**src/rtl/muller_c_pipe.sv**
```systemverilog
// Clocked 4-phase Muller C-element micropipeline: NCH request channels are joined into one stage-0 C-element, which feeds STAGES stages of bundled data.
// Optional registered protocol checker is built only when MULLER_C_PIPE_PROTO_CHK_EN is defined.

module muller_c_stage #(
  parameter int DW = 16
) (
  input  logic          clock,
  input  logic          rst_n,
  input  logic          all_one,
  input  logic          all_zero,
  input  logic [DW-1:0] din,
  output logic          c,
  output logic [DW-1:0] d
);
  // Data is captured only on the 0->1 edge of c; on every other edge it holds.
  always_ff @(posedge clock or negedge rst_n) begin
    if (!rst_n) begin
      c <= 1'b0;
      d <= '0;
    end else if (all_one) begin
      c <= 1'b1;
      if (!c) d <= din;
    end else if (all_zero) begin
      c <= 1'b0;
    end
  end
endmodule

module muller_c_pipe #(
  parameter int STAGES = 4,
  parameter int WIDTH  = 8,
  parameter int NCH    = 2
) (
  input  logic                 clock,
  input  logic                 rst_n,
  input  logic [NCH-1:0]       in_req,
  output logic                 in_ack,
  input  logic [NCH*WIDTH-1:0] in_data,
  output logic                 out_req,
  input  logic                 out_ack,
  output logic [NCH*WIDTH-1:0] out_data,
  output logic                 proto_err
);
  localparam int DW = NCH * WIDTH;

  logic [STAGES-1:0]         c;
  logic [STAGES-1:0]         fwd_one, fwd_zero, bwd_n;
  logic [STAGES-1:0]         all_one, all_zero;
  logic [STAGES-1:0][DW-1:0] d, din;

  // A stage fires high when every input is 1 and low when every input is 0.
  assign all_one  = fwd_one & bwd_n;
  assign all_zero = fwd_zero & ~bwd_n;

  for (genvar i = 0; i < STAGES; i++) begin : g_stg
    if (i == 0) begin : g_head
      assign fwd_one[i]  = &in_req;
      assign fwd_zero[i] = ~|in_req;
      assign din[i]      = in_data;
    end else begin : g_body
      assign fwd_one[i]  = c[i-1];
      assign fwd_zero[i] = ~c[i-1];
      assign din[i]      = d[i-1];
    end
    if (i == STAGES-1) begin : g_tail
      assign bwd_n[i] = ~out_ack;
    end else begin : g_mid
      assign bwd_n[i] = ~c[i+1];
    end
    muller_c_stage #(.DW(DW)) u_stg (
      .clock    (clock),
      .rst_n    (rst_n),
      .all_one  (all_one[i]),
      .all_zero (all_zero[i]),
      .din      (din[i]),
      .c        (c[i]),
      .d        (d[i])
    );
  end

  assign in_ack   = c[0];
  assign out_req  = c[STAGES-1];
  assign out_data = d[STAGES-1];

`ifdef MULLER_C_PIPE_PROTO_CHK_EN
  logic [NCH-1:0] req_q, data_chg;
  logic [DW-1:0]  data_q;
  logic           ack_q, armed, err;
  logic           viol_req, viol_data, viol_ack;

  for (genvar k = 0; k < NCH; k++) begin : g_chg
    assign data_chg[k] = in_data[k*WIDTH +: WIDTH] != data_q[k*WIDTH +: WIDTH];
  end

  // A request may only move while it equals in_ack; out_ack may only move while it differs from out_req.
  assign viol_req  = |((in_req ^ req_q) & (req_q ^ {NCH{in_ack}}));
  assign viol_data = |(data_chg & req_q & ~{NCH{in_ack}});
  assign viol_ack  = (out_ack ^ ack_q) & ~(ack_q ^ out_req);

  always_ff @(posedge clock or negedge rst_n) begin
    if (!rst_n) begin
      req_q  <= '0;
      data_q <= '0;
      ack_q  <= 1'b0;
      armed  <= 1'b0;
      err    <= 1'b0;
    end else begin
      req_q  <= in_req;
      data_q <= in_data;
      ack_q  <= out_ack;
      armed  <= 1'b1;
      if (armed && (viol_req || viol_data || viol_ack)) err <= 1'b1;
    end
  end

  assign proto_err = err;
`else
  assign proto_err = 1'b0;
`endif

endmodule
```
**config.mk**
```make
export PLATFORM = sky130hd
export DESIGN_NAME = muller_c_pipe
export DESIGN_NICKNAME = d
export VERILOG_FILES = /design/src/rtl/muller_c_pipe.sv
export SDC_FILE = /design/constraint.sdc
export NUM_CORES = 1
export LEC_CHECK = 0
export ABC_CLOCK_PERIOD_IN_PS = 1500
export BUFFER_PORTS_ARGS = -buffer_cell sky130_fd_sc_hd__buf_2
export CAP_MARGIN = 20
export CORE_MARGIN = 2
export CORE_UTILIZATION = 51
export DETAILED_ROUTE_END_ITERATION = 10
export PLACE_DENSITY = 0.74
export SLEW_MARGIN = 20
export SYNTH_ARGS = -nofsm -noshare
export SYNTH_HDL_FRONTEND = slang
export SYNTH_SLANG_ARGS = --single-unit
export TNS_END_PERCENT = 50
```
**constraint.sdc**
```tcl
create_clock -name clock -period 1.5 [get_ports clock]
set_input_delay 0.075 -clock clock [delete_from_list [all_inputs] [get_ports clock]]
set_output_delay 0.075 -clock clock [all_outputs]
set_load 0.01 [all_outputs]
```
[After elaboration in Yosys (flattened, before gate mapping)]
Index checks and enable logic that the tools add are counted.
Storage, ports and cells
  bits in registers: 68
  latch bits: 0
  RAM bits: 0
  ROM bits: 0
  logic and storage cells: 35
  memories kept: 0
Cells by class
  add/subtract/negate cells: 0
  multiply operators: 0
  divide/modulo/power cells: 0
  order comparisons: 0
  eq/ne operators: 0
  shift-type cells: 0
  multiplexer cells: 8
  bitwise logic cells: 8
  reduce and logical (&&, ||, !) cells: 11
Operators with widths (number)
  $reduce_and 2->1: 5
  $and 4x4->4: 2
  $mux 1: 8
  $reduce_bool 2->1: 4
  $not 1->1: 5
  $not 4->4: 1
  $reduce_or 2->1: 1
  $logic_not 1->1: 1

[Depth between registers and ports, before layout]
Gate-level depths: netlist of the first run.
  word-level depth: 5
  depth in mapped cells: 6
  gate-level depth less buffers: 4

[Cells and area by module]
From an unflattened synthesis of the first run, not the netlist that was laid out.
Unflattened totals
  cells, all modules: 162
  area, all modules: 2875.3 um^2
By module, submodules not included
  muller_c_stage: instances 4, cells an instance 38, area each 700.7 um^2, seq. area each 425.4 um^2
  muller_c_pipe: instances 1, cells an instance 10, area each 72.6 um^2, seq. area each 0.0 um^2

[Worst setup path after synthesis of the first run]
OpenSTA, ideal clock, no wires.
  path kind: register to register
  start point: reg g_stg[3].u_stg.c
  end point: reg g_stg[2].u_stg.d[10]
  arrival: 1401 ps
  required time: 1375 ps
  slack: -25 ps
  stages on the path, launching flop included: 7
  path buffers: 2
  clock period less this slack: 1525 ps
  cell sequence: dfrtp_1 -> inv_1 -> ha_1 -> nor2b_1 -> buf_2 -> buf_4 -> mux2_2
Between the ends
  word-level cells in the longest chain between the ends: 3
RTL lines
  start: declaration: RTL line 12  | output logic c,
  start signal: assignment: RTL line 18  | c <= 1'b0;
  start signal: assignment: RTL line 21  | c <= 1'b1;
  start signal: assignment: RTL line 24  | c <= 1'b0;
  $not 1->1 (no source line)
  $and 4x4->4: RTL line 52  | assign all_one = fwd_one & bwd_n;
  net g_stg[2].u_stg.all_one: RTL line 9  | input logic all_one,
  $reduce_and 2->1 (no source line)
  end signal: assignment: RTL line 22  | if (!c) d <= din;
  end: declaration: RTL line 13  | output logic [DW-1:0] d
The timed path passes the listed nets, and every way through them passes these cells.
A chain may end at the register's enable or synchronous reset.

[Worst setup path in the final report of the first run]
  start point: reg g_stg[2].u_stg.c
  end point: reg g_stg[3].u_stg.d[8]
Between the ends
  word-level cells in the longest chain between the ends: 2
RTL lines (RTL line)
  start: declaration: 12
  start signal: assignment: 18
  start signal: assignment: 21
  start signal: assignment: 24
  $and 4x4->4: 52
  net g_stg[3].u_stg.all_one: 9
  $reduce_and 2->1 (no source line)
  end signal: assignment: 22
  end: declaration: 13
The timed path passes the listed nets, and every way through them passes these cells.

==> results of run 1 <==
## worst max-delay path, stage by stage, from the launching register on
cell     delay, ns
dfrtp_1       0.40
ha_1          0.20
nor2b_2       0.20
buf_6         0.18
mux2_2        0.35
## layer usage
| metal | vias up | global-route usage [%] | wire length [um] |
|---|---|---|---|
| met4 | 0 | 7.89 | 47 |
| met5 | - | 0 | 0 |
| met3 | 5 | 3.49 | 149 |
| met1 | 763 | 23.0 | 2210 |
| li1 | 676 | - | - |
| met2 | 31 | 27.0 | 2380 |
## logic make-up (layout without fill, tap and decap cells)
logic type	Yosys count	in the layout	synth area share (%)
AOI/OAI and AO/OA	3	3	0.538
adders and majority gates	3	3	1.35
buffers and inverters	28	80	7.45
DFF	68	68	61.0
muxes	67	67	28.4
other	1	1	0.134
and+or+nand+nor	4	4	1.12
## synthesized netlist by cell type
master / n / area share [%]
a21oi_1: 1 / 0.18
and4bb_1: 1 / 0.45
buf_12: 1 / 0.72
buf_2: 3 / 0.54
buf_4: 20 / 5.4
buf_6: 1 / 0.40
conb_1: 1 / 0.13
dfrtp_1: 68 / 61
ha_1: 3 / 1.3
inv_1: 3 / 0.40
mux2_2: 57 / 23
mux2_4: 10 / 5.4
nor2b_1: 3 / 0.67
o21ai_0: 2 / 0.36
## stage by stage
stage	setup slack (ns)	hold WS [ns]	total power [mW]
floorplan	0.00376	-0.221	5.17
global placement	0.0646	0.108	5.49
detailed placement	-0.00575	0.116	5.68
CTS	0.00177	0.0141	6.95
global route	-0.0280	0.0651	7.35
finish	0.0525	0.0265	6.94
## where the power goes
part           internal, mW  switching (mW)  total [mW]
registers              2.75           0.523        3.27
clock network         0.644           0.588        1.23
logic                  1.54           0.899        2.44
## cell usage in the layout, fill, tap and decap left out, drive strengths merged
master	instances
dfrtp	68
mux2	67
buf	49
dlygate4sd3	17
clkbuf	11
inv	3
nor2b	3
ha	3
o21ai	2
a21oi	1
and4bb	1
conb	1
## flip-flops by register name (all words and copies together), names as in the netlist
name / cells
g_stg.u_stg.c: 4
g_stg.u_stg.d: 64
## cell type report
type / count / area share (%)
sequential: 68 / 51.5
multi-input combinational: 78 / 26.8
inverter: 3 / 0.341
tap: 70 / 2.65
clock buffer: 11 / 4.58
timing repair buffer: 66 / 14.1
## timing repair
action / 4_1_cts / 5_1_grt
hold buffers: 17 / 0
gates resized for setup: 1 / 7
setup endpoints to repair: 10 / 64
hold endpoints to repair: 84 / 0
## worst min-delay path by stage
stage                     startpoint                               to  slack, ns  cells past startpoint
after CTS                  in_req[0]     g_stg[0].u_stg.c$_DFFE_PN0P_       0.01                      3
final                      in_req[0]     g_stg[0].u_stg.c$_DFFE_PN0P_       0.03                      3
after detailed placement       rst_n  g_stg[3].u_stg.d[8]$_DFFE_PN0P_       0.12                      2
after floorplan                rst_n     g_stg[0].u_stg.c$_DFFE_PN0P_      -0.22                      0
after global placement         rst_n  g_stg[3].u_stg.d[7]$_DFFE_PN0P_       0.11                      2
after global routing       in_req[0]     g_stg[0].u_stg.c$_DFFE_PN0P_       0.07                      3
==> impl_results.md, run 1 <==
- Sequential share of the synthesized area: 61.0%
- Vias per cell: 4.98
- Final Cycle Share: 96.5%
- Yosys Warn Count: 0
- Worst Setup End Kind: flop
- Die W: 78.0 um
- CTS root buffer: clkbuf_8
- Post-route cell area: 3310 um2
- Register Area: 1700 um2
- GR Overflow Total: 0
- Max Clk Rate: 691 MHz
- Worst Setup EP: g_stg[3].u_stg.d[8]$_DFFE_PN0P_
- Number of fill cells in the layout: 395
- Vias in the first global route: 1,626
- Routed Wire Length: 4.79 mm
- Initial antenna violation count: 0
- Nets: 250
- TritonCTS clock tree: built
- Die height: 78.0 um
- Post-CTS Setup Inserts: 0
- Peak VDD IR: 959 uV
- Fin cells: 296
- Port Buffers: 38
- Dpl cells: 268
- Clock sinks: 68
- Wire length per cell: 16.2 um
- Distinct cells, synth: 14
- Syn nets: 198
- Total CTS buffers: 9
- Final min period: 1.45 ns
- H-tree lvl count: 3
- R2r setup slk: 0.05 ns
- Clock-pin transition on the worst setup and hold timing paths: 0.07 ns
- Setup crit start kind: flop
- Fin. Hold Viols: 0
- Area of placed instances: 2970 um2
- Worst path required time: 1.71 ns
- RR Startpoint: g_stg[2].u_stg.c$_DFFE_PN0P_
- Io pins: 40
- Cell count after synthesis: 174
- Reg-to-reg critical path endpoint: g_stg[3].u_stg.d[8]$_DFFE_PN0P_
- RSZ-0062 raised after global routing: yes
- Initial Utilization: 53.6%
- Total track usage: 17.1%
- Syn Area/Cell: 16.0 um2
- Final setup skew: 0.00763 ns
- Initial DRC Count: 69
- Number of synthesized register bits: 68
- Max cap viols: 0
- Max-slew violation count: 0
- Diodes inserted: 0
- Clock Latency Late Sink: 0.32 ns
- Max clock buf depth: 2
- Outcome: finished clean
- Crit path arrival time: 1.66 ns
- First-pass GRT wire length: 7.91 mm
- DIE AREA: 6080 um2
- Drt pass-1 iters: 4
- Multi-input logic area: 887 um2
- Area Overhead vs Synth: 18.6%
- CP max FO: 10
- Setup TNS Final: 0 ns
- DP Wirelength: 3.31 mm
- Post-layout util: 63.5%
- R2R cell count: 4
- PwrDens: 2100 nW/um2
- Core Footprint: 5200 um2
- DRC viols: 0
- Cell Area, Synth: 2790 um2
- Worst hold path class: in -> reg
- Critical path class: reg -> reg
- Row count: 26
- Final setup fails: 0
- Largest net degree at the start of global routing: 69
- Leakage power: 1.57 nW
- Share of layout cells above drive strength 1: 58.4%
- Routed Antenna Nets: 0
- Detailed-route via count: 1,475
- Global placement routability congestion: 0.786
- Worst setup path startpoint: g_stg[2].u_stg.c$_DFFE_PN0P_
(Power assumes the default switching activity.)
==> inputs of run 2 (changes only) <==
REMOVE_ABC_BUFFERS = 1   (was unset)
==> run 2 against run 1 <==
  * Wire length down 7.4%
  * First-iteration DRC count down 13%
  * Non-clock buffer count down 3
  * Global-route usage down 0.89 points
  * Total power up 0.88%
  * Critical endpoint is now g_stg[1].u_stg.d[0]$_DFFE_PN0P_
  * Highest routed layer unchanged
==> impl_results.md, run 2 (synthesis gave the netlist of run 1 again) <==
- Die W: 78.0 um
- Routed Antenna Nets: 0
- Peak VDD IR: 1180 uV
- Initial Utilization: 53.6%
- RR Startpoint: g_stg[2].u_stg.c$_DFFE_PN0P_
- Share of layout cells above drive strength 1: 57.5%
- DRC viols: 0
- Diodes inserted: 0
- TritonCTS clock tree: built
- Routing usage on met3: 3.26%
- Fin. Hold Viols: 0
- Wire length per cell: 14.9 um
- Hold_sp: in_req[0]
- Dpl cells: 265
- Detailed-route via count: 1,435
- Max clock buf depth: 2
- Core Footprint: 5200 um2
- Clock sinks: 68
- Port Buffers: 38
- GR Util met2: 26.8%
- Register Area: 1700 um2
- Most frequent cells in the layout: dfrtp_1 (67), mux2_2 (56), buf_2 (38)
- Max cap viols: 0
- Vias in the first global route: 1,541
- Post-CTS Setup Inserts: 0
- Max-slew violation count: 0
- Final setup skew: 0.00701 ns
- DIE AREA: 6080 um2
- Worst path required time: 1.72 ns
- Max Clk Rate: 690 MHz
- Post-route cell area: 3330 um2
- Global placement routability congestion: 0.723
- Number of fill cells in the layout: 394
- Io pins: 40
- CTS root buffer: clkbuf_8
- Worst setup path startpoint: g_stg[2].u_stg.c$_DFFE_PN0P_
- Top flop regs: g_stg.u_stg.d (64), g_stg.u_stg.c (4)
- Area Overhead vs Synth: 19.4%
- Row count: 26
- RSZ-0062 raised after global routing: yes
- GR Overflow Total: 0
- Die height: 78.0 um
- Total track usage: 16.2%
- Setup crit start kind: flop
- CP max FO: 16
- PwrDens: 2100 nW/um2
- Routed Wire Length: 4.44 mm
- H-tree lvl count: 3
- Worst hold path class: in -> reg
- Critical Path, Cell by Cell: inv_1 > ha_2 > nor2b_4 > buf_12 > mux2_2
- Total CTS buffers: 9
- Hold WS: 0.0133 ns
- Met1 Track Usage GR: 19.3%
- Final min period: 1.45 ns
- Drt pass-1 iters: 2
- Worst Setup End Kind: flop
- Max reg flops: 64
- Leakage power: 1.58 nW
- Nets: 247
- Multi-input logic area: 898 um2
- Biggest register: g_stg.u_stg.d
- Final setup fails: 0
- Clock Latency Late Sink: 0.33 ns
- First-pass GRT wire length: 7.37 mm
- Area of placed instances: 2960 um2
- Slowest CP cell: dfrtp_1
- Initial DRC Count: 60
- Clock-pin transition on the worst setup and hold timing paths: 0.07 ns
- Crit path arrival time: 1.67 ns
- Final Cycle Share: 96.7%
- Vias per cell: 4.82
- Fin cells: 298
- Critical path class: reg -> reg
- Most common cell after layout, fill and taps aside: dfrtp_1
- Initial antenna violation count: 0
- Post-layout util: 64.0%
- Largest net degree at the start of global routing: 69
- Outcome: finished clean
- Max incr delay on CP: 0.42 ns
- GRT Max-Usage Layer: met2
- DP Wirelength: 2.99 mm
run 2: changes by cell type in the layout (fill, tap and decap cells not counted), sizes merged:
cell and change:
clkbuf +4, clkinv +1, buf -3
run 2: timing repair:
item	in CTS	in global routing
hold endpoints to repair	84	0
endpoints found under the setup margin	0	31
hold buffers	17	0
gates resized for setup	0	5
run 2: per-stage QoR:
| stage | setup WS (ns) | power [mW] | TNS, ns |
|---|---|---|---|
| after global routing | -0.0139 | 7.44 | -0.0982 |
| after floorplan | -0.419 | 4.78 | -20.43 |
| after detailed placement | 0.0232 | 5.66 | 0 |
| after global placement | 0.0935 | 5.49 | 0 |
| after CTS | 0.0167 | 7.07 | 0 |
| final | 0.0500 | 7.00 | 0 |
run 2: worst max-delay path: cells and delay by family, from the launching register on:
| family | cells | cell delay, ns |
|---|---|---|
| adder cells (fa/ha/maj) | 1 | 0.17 |
| buffers and inverters | 2 | 0.24 |
| flip-flops | 1 | 0.42 |
| multiplexers | 1 | 0.34 |
| AND/OR/NAND/NOR | 1 | 0.16 |
run 2: worst paths after layout:
| check | endpoint | slack, ns | cells after the start |
|---|---|---|---|
| min in group asynchronous | g_stg[2].u_stg.d[0]$_DFFE_PN0P_ | 0.27 | 3 |
| setup reg to reg | g_stg[1].u_stg.d[0]$_DFFE_PN0P_ | 0.05 | 5 |
| hold reg to reg | g_stg[2].u_stg.d[14]$_DFFE_PN0P_ | 0.50 | 1 |
| setup / recovery | g_stg[1].u_stg.d[0]$_DFFE_PN0P_ | 0.05 | 5 |
| hold / removal | g_stg[0].u_stg.c$_DFFE_PN0P_ | 0.01 | 3 |
| max in group asynchronous | g_stg[1].u_stg.c$_DFFE_PN0P_ | 0.93 | 3 |
run 2: final cells by class:
cell class / count / area share, %
Sequential cell: 68 / 51.1
Tap cell: 70 / 2.63
Clock inverter: 1 / 0.150
Multi-Input combinational cell: 78 / 27.0
Clock buffer: 15 / 5.30
Inverter: 3 / 0.338
Timing Repair Buffer: 63 / 13.5
run 2: report_power, final:
group	leakage (nW)	internal (mW)	switching [mW]	total [mW]
clock network	0.0937	0.736	0.620	1.36
logic	0.649	1.55	0.871	2.43
registers	0.835	2.74	0.479	3.22
total	1.58	5.03	1.97	7.00
run 2: routing by layer:
layer,routed length [um],vias up
li1,-,673
met1,1960,725
met5,0,-
met4,121,0
met2,2230,28
met3,122,9
==> inputs of run 3 (changes only) <==
SYNTH_HIERARCHICAL = 1   (was unset)
==> run 3 against run 2 <==
  * Via count grew 4.0%
  * Count of clock-buffer cells in the layout shrank 3
  * Combinational power grew 15%
  * Fmax shrank 0.76%
  * Largest cell class unchanged
==> impl_results.md, run 3 <==
- Top_reg_cell synth: dfrtp_1
- Max clock buf depth: 2
- Max cap viols: 0
- Critical path class: reg -> reg
- Initial DRC Count: 81
- Critical path depth: 4
- Io pins: 40
- Diodes inserted: 0
- GR Overflow Total: 0
- Crit path arrival time: 1.69 ns
- H-tree lvl count: 3
- Compound-Gate Fraction of Synth Area: 1.22%
- CP top delay family: simple AND/OR/NAND/NOR gates
- Row count: 27
- DP Wirelength: 3.35 mm
- Setup TNS Final: 0 ns
- Initial Utilization: 52.5%
- Vias in the first global route: 1,709
- Number of synthesized register bits: 68
- Syn Area/Cell: 17.7 um2
- CTS root buffer: clkbuf_8
- Post-CTS Setup Inserts: 0
- Clock Latency Late Sink: 0.34 ns
- Slowest CP cell: dfrtp_1
- First-pass GRT wire length: 8.36 mm
- TritonCTS clock tree: built
- CP max FO: 8
- Cell Area, Synth: 2880 um2
- WP buf/inv: 1
- Synth Area in XOR/XNOR: 0%
- R2R cell count: 4
- Top flop regs: g_stg.u_stg/d (64), g_stg.u_stg/c (4)
- Count leader, synth: dfrtp_1
- Drt pass-1 iters: 4
- Worst hold path class: in -> reg
- Async set or reset register ratio after synthesis: 100%
- Final setup skew: 0.00613 ns
- Most common cell after layout, fill and taps aside: dfrtp_1
- Met2 wire len: 2.51 mm
- Max reg flops: 64
- Biggest register: g_stg.u_stg/d
- RR Startpoint: g_stg[1].u_stg/c$_DFFE_PN0P_
- Core Footprint: 5470 um2
- Leakage power: 1.68 nW
- Worst path required time: 1.73 ns
- R2r setup slk: 0.04 ns
- Setup crit start kind: flop
- Commonest cells in the netlist: dfrtp_1 (68), mux2_4 (40), mux2_2 (24)
- Post-synthesis mux area share: 30.3%
- Nets: 252
- Final Cycle Share: 97.4%
- WHS Path Cells: 4
- Critical Path, Cell by Cell: nor2b_2 > nor2b_4 > buf_12 > mux2_2
- Post-synth EDFFs: 0
- Outcome: finished clean
- Peak VDD IR: 1100 uV
- Synth area leader: dfrtp_1
- Post-Synth Simple-Gate Area: 4.05%
- Vias per cell: 4.85
- Largest net degree at the start of global routing: 69
- Post-route cell area: 3530 um2
- Final setup fails: 0
- Clock sinks: 68
- Clock-pin transition on the worst setup and hold timing paths: 0.07 ns
- Max-slew violation count: 0
- Distinct cells, synth: 14
- Total track usage: 18.1%
- Initial antenna violation count: 0
- Highest metal used: met4
- Detailed-route via count: 1,493
- Largest family of logic cells by synthesized area: multiplexers
- Routed Wire Length: 4.99 mm
- WL met1: 2.16 mm
- Share of layout cells above drive strength 1: 58.9%
- Area Overhead vs Synth: 22.9%
- Post-synth top area share: 59.2%
- Max Clk Rate: 684 MHz
- DIE AREA: 6250 um2
- Port Buffers: 38
- Final min period: 1.46 ns
- RSZ-0062 raised after global routing: yes
- Post-layout util: 64.6%
- Synth area leaders: dfrtp_1 (59%), mux2_4 (21%), mux2_2 (9.4%), buf_12 (2.8%), nor2b_4 (1.9%)
- PwrDens: 2080 nW/um2
- Routed Antenna Nets: 0
- Sequential share of the synthesized area: 59.2%
- Area of placed instances: 3190 um2
- Wire length per cell: 16.2 um
- Hold_sp: in_req[0]
- Die W: 79.1 um
- Fin. Hold Viols: 0
- Total CTS buffers: 9
- Worst setup path startpoint: g_stg[1].u_stg/c$_DFFE_PN0P_
- Max incr delay on CP: 0.41 ns
- Yosys Warn Count: 6
- Adder-Cell Fraction of Synth Area: 0%
- DRC viols: 0
- Cell count after synthesis: 162
- Global placement routability congestion: 0.737
- Die height: 79.1 um
- Worst Setup End Kind: flop
- Met3 WL: 191 um
- Most frequent cells in the layout: dfrtp_1 (68), mux2_4 (40), buf_2 (38)
## run 3: cell types whose count changed after synthesis, sizes merged
cell	previous run	this run
a21o	0	4
a21oi	1	0
and2b	0	2
and3b	0	1
and4bb	1	0
buf	25	9
ha	3	0
inv	3	4
mux2	67	64
nor2b	3	8
nor3b	0	1
o21ai	2	0
## run 3: cell families after synthesis
kind of cell / after synthesis
and+or+nand+nor: 12
AOI/OAI and AO/OA: 4
muxes: 64
DFF: 68
buffers and inverters: 13
other: 1
## run 3: worst min-delay path, stage by stage
cell     delay, ns
buf_2         0.09
nor3b_2       0.04
inv_1         0.05
a21o_2        0.11
## run 3: timing repair
| item | 4_1_cts | 5_1_grt |
|---|---|---|
| hold buffers | 17 | 0 |
| gates resized for setup | 0 | 2 |
| endpoints found under the hold margin | 84 | 0 |
| setup endpoints to repair | 0 | 11 |
## run 3: where the power goes
group          switching [mW]  leakage [nW]  internal, mW
combinational           0.948         0.771          1.85
clock                   0.660        0.0824         0.640
sequential              0.509         0.831          2.74
total                    2.12          1.68          5.24
## run 3: final cells by class
class / instances / area [um2]
inverters: 4 / 15.0
flip-flops and latches: 68 / 1700
well taps: 72 / 90.1
multi-input cells: 81 / 1030
clock inverters: 4 / 25.0
clock buffers: 12 / 145
repair buffers: 67 / 526
fillers: 428 / 1940
## run 3: final timing paths
path,end
setup / recovery,g_stg[2].u_stg/d[14]$_DFFE_PN0P_
setup reg to reg,g_stg[2].u_stg/d[14]$_DFFE_PN0P_
max in group asynchronous,g_stg[0].u_stg/d[10]$_DFFE_PN0P_
hold / removal,g_stg[0].u_stg/c$_DFFE_PN0P_
min in group asynchronous,g_stg[2].u_stg/c$_DFFE_PN0P_
hold reg to reg,g_stg[2].u_stg/d[12]$_DFFE_PN0P_
## run 3: through the flow
step | worst slack, ns | hold slack, ns | total power [mW] | std cells
4_1_cts | 0.0124 | 0.0301 | 7.43 | 308
6_report | 0.0389 | 0.0504 | 7.35 | 308
5_1_grt | -0.0159 | 0.0583 | 7.80 | 308
2_1_floorplan | -0.0768 | -0.221 | 5.06 | 153
3_3_place_gp | 0.0942 | 0.112 | 5.88 | 275
3_5_place_dp | 0.0188 | 0.119 | 6.06 | 275
## run 3: layer usage
layer	vias to the layer above	track usage [%]
met5	-	0
met4	0	8.79
met3	12	5.00
met2	35	28.9
met1	753	22.8
li1	693	-
